[config.mk]
export PLATFORM = sky130hd
export DESIGN_NAME = mem_port_arbiter
export DESIGN_NICKNAME = d
export VERILOG_FILES = /design/src/rtl/mem_port_arbiter_pkg.sv /design/src/rtl/mem_port_arbiter_arb_prio2.sv /design/src/rtl/mem_port_arbiter.sv
export SDC_FILE = /design/constraint.sdc
export NUM_CORES = 1
export LEC_CHECK = 0
export CORE_MARGIN = 4
export CORE_UTILIZATION = 34
export DETAILED_ROUTE_END_ITERATION = 6
export PLACE_DENSITY = 0.88
export SYNTH_ARGS = -nofsm -noshare
export SYNTH_HDL_FRONTEND = slang
export SYNTH_SLANG_ARGS = --single-unit
[constraint.sdc]
create_clock -name clk -period 1.79 [get_ports clk]
set_clock_uncertainty 0.1 [all_clocks]
set_input_delay 0.179 -clock clk [delete_from_list [all_inputs] [get_ports clk]]
set_output_delay 0.179 -clock clk [all_outputs]
set_load 0.01 [all_outputs]
[src/rtl/mem_port_arbiter_pkg.sv]
// Shared definitions for the instruction/data memory port arbiter.
//   state_e : arbiter FSM states (IDLE -> ISSUE -> WAIT -> IDLE)
//   owner_e : which requester owns the outstanding memory transaction
//   cnt_width() : width needed for a counter that must hold 0..max_val
package mem_port_arbiter_pkg;

    typedef enum logic [1:0] {
        ST_IDLE  = 2'd0,
        ST_ISSUE = 2'd1,
        ST_WAIT  = 2'd2
    } state_e;

    typedef enum logic {
        OWN_I = 1'b0,
        OWN_D = 1'b1
    } owner_e;

    function automatic int unsigned cnt_width(input int unsigned max_val);
        return (max_val < 1) ? 1 : $clog2(max_val + 1);
    endfunction

endpackage

[src/rtl/mem_port_arbiter_arb_prio2.sv]
// Two-way priority pick between fetch (I) and data (D) with a starvation guard.
// D normally wins; once D has been granted STARVE_LIMIT times in a row while I
// was waiting, I is forced to win the next pick.
// Ports:
//   clk, reset           clock, synchronous active-high reset
//   en_i                 picking allowed this cycle (arbiter idle)
//   i_valid_i, d_valid_i requester valids
//   grant_i_o, grant_d_o combinational one-hot grant (0 when en_i low)
module mem_port_arbiter_arb_prio2
    import mem_port_arbiter_pkg::*;
#(
    parameter int unsigned STARVE_LIMIT = 4
) (
    input  logic clk,
    input  logic reset,
    input  logic en_i,
    input  logic i_valid_i,
    input  logic d_valid_i,
    output logic grant_i_o,
    output logic grant_d_o
);

    localparam int unsigned CNT_W = cnt_width(STARVE_LIMIT);

    logic [CNT_W-1:0] starve_q;
    logic [CNT_W-1:0] starve_d;
    logic             force_i;

    assign force_i   = i_valid_i && (starve_q == CNT_W'(STARVE_LIMIT));
    assign grant_i_o = en_i && i_valid_i && (force_i || !d_valid_i);
    assign grant_d_o = en_i && d_valid_i && !force_i;

    // Count D grants that overtook a waiting I; any I grant clears, saturates at limit.
    always_comb begin
        starve_d = starve_q;
        if (grant_i_o) begin
            starve_d = '0;
        end else if (grant_d_o && i_valid_i && (starve_q != CNT_W'(STARVE_LIMIT))) begin
            starve_d = starve_q + CNT_W'(1);
        end
    end

    always_ff @(posedge clk) begin
        if (reset) begin
            starve_q <= '0;
        end else begin
            starve_q <= starve_d;
        end
    end

endmodule

[src/rtl/mem_port_arbiter.sv]
// Shares one memory port between instruction fetch (I) and the data stage (D).
// One transaction outstanding at a time; its response is routed to the owner.
// Optional build macro: MEM_TIMEOUT_EN enables a response watchdog of
// TIMEOUT_CYC cycles that completes the transaction with an error response.
// Ports:
//   clk, reset                 clock, synchronous active-high reset
//   i_req_*                    fetch request (read only), valid/allow handshake
//   i_resp_*                   fetch response pulse, read data, error
//   d_req_*                    data request (load/store), valid/allow handshake
//   d_resp_*                   data response pulse, read data, error
//   mem_req_*                  request to memory, fields held while pending
//   mem_resp_valid/_rdata      memory response
module mem_port_arbiter
    import mem_port_arbiter_pkg::*;
#(
    parameter int unsigned ADDR_W       = 32,
    parameter int unsigned DATA_W       = 32,
    parameter int unsigned STARVE_LIMIT = 4,
    parameter int unsigned TIMEOUT_CYC  = 255
) (
    input  logic                clk,
    input  logic                reset,
    input  logic                i_req_valid,
    output logic                i_req_allow,
    input  logic [ADDR_W-1:0]   i_req_addr,
    output logic                i_resp_valid,
    output logic [DATA_W-1:0]   i_resp_rdata,
    output logic                i_resp_err,
    input  logic                d_req_valid,
    output logic                d_req_allow,
    input  logic                d_req_wr,
    input  logic [DATA_W/8-1:0] d_req_wstrb,
    input  logic [ADDR_W-1:0]   d_req_addr,
    input  logic [DATA_W-1:0]   d_req_wdata,
    output logic                d_resp_valid,
    output logic [DATA_W-1:0]   d_resp_rdata,
    output logic                d_resp_err,
    output logic                mem_req_valid,
    input  logic                mem_req_allow,
    output logic                mem_req_wr,
    output logic [DATA_W/8-1:0] mem_req_wstrb,
    output logic [ADDR_W-1:0]   mem_req_addr,
    output logic [DATA_W-1:0]   mem_req_wdata,
    input  logic                mem_resp_valid,
    input  logic [DATA_W-1:0]   mem_resp_rdata
);

    localparam int unsigned STRB_W = DATA_W / 8;

    state_e              state_q;
    state_e              state_d;
    owner_e              owner_q;
    logic                wr_q;
    logic [STRB_W-1:0]   wstrb_q;
    logic [ADDR_W-1:0]   addr_q;
    logic [DATA_W-1:0]   wdata_q;
    logic [DATA_W-1:0]   rdata_q;
    logic                i_rv_q;
    logic                d_rv_q;
    logic                i_err_q;
    logic                d_err_q;
    logic                arb_en;
    logic                grant_i;
    logic                grant_d;
    logic                resp_fire;
    logic                timeout_c;

    // Grants only from IDLE and never while reset is applied.
    assign arb_en    = (state_q == ST_IDLE) && !reset;
    assign resp_fire = (state_q == ST_WAIT) && mem_resp_valid;

    mem_port_arbiter_arb_prio2 #(
        .STARVE_LIMIT (STARVE_LIMIT)
    ) u_arb (
        .clk       (clk),
        .reset     (reset),
        .en_i      (arb_en),
        .i_valid_i (i_req_valid),
        .d_valid_i (d_req_valid),
        .grant_i_o (grant_i),
        .grant_d_o (grant_d)
    );

`ifdef MEM_TIMEOUT_EN
    localparam int unsigned TO_W = cnt_width(TIMEOUT_CYC);

    logic [TO_W-1:0] to_cnt_q;
    logic [TO_W-1:0] to_cnt_d;

    // Cycles spent in ISSUE+WAIT; a real response in the same cycle takes precedence.
    always_comb begin
        to_cnt_d = '0;
        if (state_q != ST_IDLE) begin
            to_cnt_d = to_cnt_q + TO_W'(1);
        end
    end

    always_ff @(posedge clk) begin
        if (reset) begin
            to_cnt_q <= '0;
        end else begin
            to_cnt_q <= to_cnt_d;
        end
    end

    assign timeout_c = (state_q != ST_IDLE) && !resp_fire
                       && (to_cnt_q == TO_W'(TIMEOUT_CYC - 1));
`else
    assign timeout_c = 1'b0;
`endif

    // FSM state register.
    always_ff @(posedge clk) begin
        if (reset) begin
            state_q <= ST_IDLE;
        end else begin
            state_q <= state_d;
        end
    end

    // FSM next state.
    always_comb begin
        state_d = state_q;
        case (state_q)
            ST_IDLE:  if (grant_i || grant_d) state_d = ST_ISSUE;
            ST_ISSUE: begin
                if (timeout_c)          state_d = ST_IDLE;
                else if (mem_req_allow) state_d = ST_WAIT;
            end
            ST_WAIT:  if (resp_fire || timeout_c) state_d = ST_IDLE;
            default:  state_d = ST_IDLE;
        endcase
    end

    // FSM outputs.
    always_comb begin
        i_req_allow   = grant_i;
        d_req_allow   = grant_d;
        mem_req_valid = (state_q == ST_ISSUE) && !reset;
    end

    // Request latch and response pulse registers.
    always_ff @(posedge clk) begin
        if (reset) begin
            owner_q <= OWN_I;
            wr_q    <= 1'b0;
            wstrb_q <= '0;
            addr_q  <= '0;
            wdata_q <= '0;
            rdata_q <= '0;
            i_rv_q  <= 1'b0;
            d_rv_q  <= 1'b0;
            i_err_q <= 1'b0;
            d_err_q <= 1'b0;
        end else begin
            i_rv_q  <= 1'b0;
            d_rv_q  <= 1'b0;
            i_err_q <= 1'b0;
            d_err_q <= 1'b0;
            if (grant_i) begin
                owner_q <= OWN_I;
                wr_q    <= 1'b0;
                wstrb_q <= '0;
                addr_q  <= i_req_addr;
                wdata_q <= '0;
            end else if (grant_d) begin
                owner_q <= OWN_D;
                wr_q    <= d_req_wr;
                wstrb_q <= d_req_wstrb;
                addr_q  <= d_req_addr;
                wdata_q <= d_req_wdata;
            end
            if (resp_fire) begin
                rdata_q <= mem_resp_rdata;
                i_rv_q  <= (owner_q == OWN_I);
                d_rv_q  <= (owner_q == OWN_D);
            end else if (timeout_c) begin
                rdata_q <= '0;
                i_rv_q  <= (owner_q == OWN_I);
                d_rv_q  <= (owner_q == OWN_D);
                i_err_q <= (owner_q == OWN_I);
                d_err_q <= (owner_q == OWN_D);
            end
        end
    end

    assign mem_req_wr    = wr_q;
    assign mem_req_wstrb = wstrb_q;
    assign mem_req_addr  = addr_q;
    assign mem_req_wdata = wdata_q;
    assign i_resp_valid  = i_rv_q;
    assign i_resp_rdata  = rdata_q;
    assign i_resp_err    = i_err_q;
    assign d_resp_valid  = d_rv_q;
    assign d_resp_rdata  = rdata_q;
    assign d_resp_err    = d_err_q;

endmodule

======== Word-level counts from Yosys, hierarchy flattened ========
Cells that the tools add are included.
operators by class
  bitwise operators ....................... 2
  add/subtract/negate cells ............... 1
  shift operators ......................... 0
  $mul .................................... 0
  reductions and logical operators ........ 20
  div/mod/pow operators ................... 0
  $lt $le $gt $ge ......................... 0
  eq/ne operators ......................... 7
  mux-type cells .......................... 6
operators with widths
  kind                 count
  $mux 32              2
  $logic_and 1x1->1    10
  $mux 2               3
  $pmux 2 s3           1
  $ne 2x2->1 const B   2
  $reduce_or 2->1      2
  $add 3x1->3 const B  1
  $eq 3x3->1 const B   1
  $logic_not 1->1      3
  $ne 3x3->1 const B   1
  $reduce_and 3->1     1
  $eq 2x1->1 const B   1
  $eq 2x2->1 const B   1
  $logic_not 2->1      1
  $logic_or 1x1->1     2
  $ne 2x1->1 const B   1
  $not 1->1            2
  $reduce_bool 2->1    1
word-level totals
  bits in latches ......................... 0
  flip-flop bits (word level) ............. 109
  bits of input ports ..................... 139
  memories kept ........................... 0
  memory bits (writable) .................. 0
  ROM bits ................................ 0

======== Logic depth before layout (Yosys ltp) ========
  depth in word-level cells ............... 7
  gate-level depth with buffers ........... 7
  mapped depth without buffers ............ 5

======== Hierarchy ========
Synthesis repeated with hierarchy kept, for this count alone.
second synthesis, totals
  cells, all modules ...................... 476
  area total of the unflattened synthesis .. 4906.0 um2
by module, submodules not included
  module                      area an instance (um2)  instances  cells each  seq. area each (um2)
  mem_port_arbiter            4698.3                  1          455         2122.0
  mem_port_arbiter_arb_prio2  207.7                   1          21          60.1

======== Worst setup path before layout ========
Ideal clock, no wire load.
  path kind ............................... reg-to-reg
  start ................................... register state_q[1]
  end ..................................... register wdata_q[19] (netlist: mem_req_wdata[19])
  arrival ................................. 1.572 ns
  path slack .............................. -0.001 ns
  data required time ...................... 1.571 ns
  cell stages (with the launch flop) ...... 7
  clock period less this slack ............ 1.791 ns
  cells stage by stage .................... dfxtp_1 buf_2 or4b_4 o21bai_1 buf_2 buf_4 a21oi_1
on the way
  word-level cells in the longest chain between the ends .. 5
  elaborated cells between the ends (all ways) .. 7
  those cells by class .................... 7 x reduce/logical
RTL lines
  what                              RTL line                          text
  from (decl)                       mem_port_arbiter.sv:50            state_e state_q;
  from (signal assigned)            mem_port_arbiter.sv:117           state_q <= state_d;
  $logic_not 2->1 *                 mem_port_arbiter.sv:69            assign arb_en = (state_q == ST_IDLE) && !reset;
  $logic_and 1x1->1 *               mem_port_arbiter.sv:69
  $logic_and 1x1->1 (2 in series)   mem_port_arbiter_arb_prio2.sv:30  assign grant_i_o = en_i && i_valid_i && (force_i || !d_valid_i);
  $reduce_or 2->1 (no source line)  --
  to (signal assigned)              mem_port_arbiter.sv:171           wdata_q <= d_req_wdata;
  to (decl)                         mem_port_arbiter.sv:56            logic [DATA_W-1:0] wdata_q;
Every way passes the cells marked *; elsewhere a longest branch is shown, timed or not.
A chain may end at the register's enable or synchronous reset.

======== Final worst setup path ========
  start ................................... register state_q[0]
  end ..................................... register addr_q[1] (netlist: mem_req_addr[1])
on the way
  word-level cells in the longest chain between the ends .. 5
  elaborated cells between the ends (all ways) .. 8
  those cells by class .................... 1 x mux; 7 x reduce/logical
RTL lines
  what                                                       RTL line                                                            text
  $logic_not 2->1 *                                          mem_port_arbiter.sv:69
  $logic_and 1x1->1 *                                        mem_port_arbiter.sv:69
  $logic_and 1x1->1, on equally long branches (2 in series)  mem_port_arbiter_arb_prio2.sv:30, mem_port_arbiter_arb_prio2.sv:31
  $mux 32 or $reduce_bool 2->1 (tied branches)               --
  to (signal assigned)                                       mem_port_arbiter.sv:164                                             addr_q <= i_req_addr;
  to (signal assigned)                                       mem_port_arbiter.sv:170                                             addr_q <= d_req_addr;
  to (decl)                                                  mem_port_arbiter.sv:55                                              logic [ADDR_W-1:0] addr_q;
Marked as above.

==> impl_summary.md <==
Critical path
The cell family contributing the most delay on the critical path is simple AND/OR/NAND/NOR gates. Of all nets on the critical path, the largest fanout is 7. The worst setup path is launched from a flip-flop.

The startpoint identified for the worst register-to-register timing path is state_q[0]$_SDFFE_PP0P_. STA classifies the critical path endpoint as a flip-flop. The worst flop-to-flop path endpoint is mem_req_addr[1]$_SDFFE_PP0P_. The worst register-to-register path has a depth of 7. The setup check on the worst reg-to-reg path leaves a slack of -0.12 ns.

The critical path is of the reg -> reg type. At the worst endpoint, the arrival time is 2.03 ns. The maximum single-stage delay on the critical path is 0.57 ns. The critical path data required time is 1.91 ns. The critical path goes through buf_6 -> or4b_4 -> buf_12 -> buf_12 -> buf_16 -> nor3_2 -> nor4_1. Counting stages on the worst path, the most repeated cell is buf_12.

The buffering stage count on the worst path with inverters included is 4. Among all stages on the critical path, the largest delay is contributed by or4b_4.

STA
The relative slew slack is 0.6164. Based on the critical path, the design can be clocked at up to 524.5 MHz. The max-slew violation count is 0. Dividing the final minimum period by the clock period gives 1.065.

The minimum clock period after layout is 1.907 ns. The worst-case setup margin in the final layout is -0.1167 ns. Setup repair after global routing could not meet its margin everywhere. The actual transition at the worst max-transition pin is 0.5610 ns. The final setup violation count is 60. The final number of hold-violating endpoints is 0.

Floorplanning
The starting density of the core is 0.3520. The floorplan step defined a die boundary enclosing 0.01588 mm^2. Measured along the x axis, the die boundary spans 126.0 um. The placeable core region is 0.01345 mm^2. Pin placement for this block handled 279 I/O pins. In this run the core area contains 42 standard-cell rows. The die outline height is 126.0 um.

Power and ir drop
The worst supply voltage drop on vdd is 570.2 uV. Of the total power, the share spent switching nets is 0.2697. In this run the power density over the cells is 690.4 mW/mm^2. Internal power comes to 4.650 mW. The leakage power is 3.115 nW.

Of the total power, registers draw 0.412. The portion of total power attributed to combinational logic is 0.255. The sum of internal, switching and leakage power is 6.368 mW. Of the total power, the clock network draws 0.333. The power spent charging and discharging nets is 1.718 mW.

Global routing
The number of global-route vias before repair came to 5513. The total routing resource utilization after global routing is 0.2272. The largest net degree at the start of global routing is 39. The first-pass GRT wire length is 29240 um.

Summed over all layers, the global routing overflow is 0. The initial antenna violation count is 0.

Yosys
The average size of a mapped cell is 8.082 um^2. The sequential element share of the synthesized area is 0.4608. During synthesis, Yosys emitted a total of 0 warnings. The gate count after technology mapping is 586. The summed instance area of the synthesized netlist is 0.004736 mm^2. Synthesis inferred 109 register bits.

The count of different cell masters after synthesis is 35.

Hold path
For hold timing, the worst endpoint is d_resp_rdata[28]$_SDFFE_PP0P_. The class of the tightest hold or removal check is in -> reg. The worst hold path depth is 3. The worst hold path startpoint is reset.

Cells and area
The number of antenna diodes is 0. The area added between synthesis and finish is 94.77%. The layout has 1011 filler cells. In the layout the commonest cells are clkdlybuf4s50_1, dfxtp_1, a21oi_1.

In the final layout, the multi-input gates occupy 0.002769 mm^2. For this run, the post-layout net count is 992. In the final layout, flip-flops and latches occupy 0.002187 mm^2. The post-route standard cell area excluding fillers is 0.009224 mm^2. Of the cells placed in the final design, the portion with a size suffix greater than 1 is 0.2442.

Leaving out fill and tap cells, the most frequent cell in the layout is clkdlybuf4s50_1.

Detailed routing
The mean routed wirelength per cell is 20.12 um. The total routed wirelength is 20760 um. Before antenna repair, the detailed router went through 4 iterations. For this block, the initial DRC count from the detailed router was 432.

The residual DRC count is 0. Dividing the detail-routed via count by the number of cells gives 5.613. Detailed routing inserted a total of 5793 vias. Once detail routing completed, the nets flagged for antenna violations numbered 0.

Clock tree
The largest buffer count on any clock path is 2. The library cell used as clock root buffer is clkbuf_16. The CTS tree is yes. At the later pin of the worst-skew pair, clock insertion delay measures 0.35 ns. TritonCTS created 9 clock buffers. The clock-pin slew on the worst setup and hold paths is 0.08 ns. The total clock sinks is 109. The H-tree level count is 3.

Job
The count of max-cap constraint violations is 0.

Run status
The checks that failed: negative setup slack. The flow ran to the end, but the final reports show violations.

Place
The HPWL after detailed placement is 12450 um. Routability-driven placement finished with a final weighted congestion of 0.8372. The standard cell area after detailed placement is 0.007700 mm^2. The count of buffers added on input and output ports is 276.
## Yosys cell counts
library cell | number | area, um^2
o21ai_0 | 36 | 180.2
a21oi_1 | 106 | 530.5
nor4_1 | 31 | 193.9
or4b_4 | 1 | 13.76
a21bo_2 | 1 | 10.01
ha_1 | 2 | 25.02
nor2_1 | 7 | 26.28
or2_2 | 1 | 6.260
clkbuf_1 | 53 | 198.9
nor2b_1 | 1 | 6.260
conb_1 | 1 | 3.750
o21ai_1 | 3 | 15.01
or3_1 | 2 | 12.51
buf_2 | 8 | 40.04
clkbuf_2 | 1 | 5.000
and3_1 | 1 | 6.260
or4b_2 | 1 | 10.01
nor3b_1 | 3 | 22.52
a21boi_1 | 1 | 7.510
a311oi_1 | 1 | 8.760
nand3b_1 | 2 | 15.01
o21bai_1 | 1 | 7.510
a2111oi_0 | 31 | 271.5
nand2_1 | 67 | 251.5
dfxtp_1 | 109 | 2182
and3b_1 | 1 | 8.760
xnor2_1 | 1 | 8.760
nor3_2 | 1 | 10.01
nand4_1 | 2 | 12.51
nor4b_1 | 1 | 8.760
nand3_1 | 38 | 190.2
buf_4 | 35 | 262.8
buf_6 | 1 | 11.26
nor3_1 | 33 | 165.2
inv_1 | 2 | 7.510
## layout make-up
cell class	count	area share
Inverter	2	0.0008139
Clock inverter	4	0.005697
Sequential cell	109	0.2371
Clock buffer	12	0.02889
Multi-Input combinational cell	379	0.3002
Tap cell	176	0.02387
Timing Repair Buffer	350	0.4034
## how the worst max path moves through the flow
stage	from	to	slack [ns]	cells after the start
final	state_q[0]$_SDFFE_PP0P_	mem_req_addr[1]$_SDFFE_PP0P_	-0.12	7
after global routing	state_q[1]$_SDFFE_PP0P_	mem_req_addr[1]$_SDFFE_PP0P_	-0.21	6
after CTS	state_q[1]$_SDFFE_PP0P_	i_req_allow	-0.11	4
after detailed placement	d_req_valid	d_req_allow	-0.64	4
after global placement	d_req_valid	d_req_allow	-0.64	4
after floorplan	state_q[1]$_SDFFE_PP0P_	i_req_allow	-0.0003	5
## power by group through the flow
| stage | registers (mW) | logic (mW) | clock network [mW] |
|---|---|---|---|
| floorplan | 2.72 | 0.399 | 0 |
| global placement | 2.66 | 1.20 | 0 |
| detailed placement | 2.67 | 1.22 | 0 |
| CTS | 2.62 | 1.39 | 2.15 |
| global route | 2.64 | 1.70 | 2.25 |
| finish | 2.62 | 1.62 | 2.12 |
## metal layers
metal	track usage	routed length, um	vias up
met5	0	0	-
met4	0.1142	1001	0
met3	0.06816	1876	79
met2	0.3966	10360	366
met1	0.2501	7526	2728
li1	-	-	2620
## state kept, by name (all words and copies together) (netlist names)
name,cells
u_arb.starve_q,3
i_resp_valid,1
mem_req_wdata,32
mem_req_wstrb,4
mem_req_addr,32
d_resp_valid,1
mem_req_wr,1
d_resp_rdata,32
state_q,2
owner_q,1
## per-stage QoR
stage / setup WS, ns / std cells / util / setup TNS, ns / hold WS (ns)
5_1_grt: -0.2093 / 1032 / 0.6856 / -7.341 / 0.2141
4_1_cts: -0.1128 / 1022 / 0.6360 / -3.745 / 0.1914
3_5_place_dp: -0.6366 / 990 / 0.5724 / -24.23 / 0.3437
6_report: -0.1167 / 1032 / 0.6856 / -4.883 / 0.2030
3_3_place_gp: -0.6369 / 990 / 0.5724 / -22.50 / 0.3358
2_1_floorplan: -0.0002883 / 587 / - / -0.0002883 / 0.2150
## timing repair
item	CTS	global route
buffers inserted	9	5
gates cloned	7	5
hold buffers	0	0
resized for setup	86	123
pin swaps	30	20
setup endpoints to repair	74	74
## tightest hold or removal path, delay by kind of cell
kind | cells | cell delay [ns]
AO/OA/AOI/OAI | 1 | 0.06
buffers and inverters | 2 | 0.36
## cell families after synthesis
group | share of synthesized area
adders and majority gates | 0.005283
DFF | 0.4608
buffers and inverters | 0.1110
and+or+nand+nor | 0.2026
other | 0.0007918
xor gates and xnor gates | 0.001850
AOI/OAI and AO/OA | 0.2177
No activity file was read; power rests on OpenSTA's default activity.
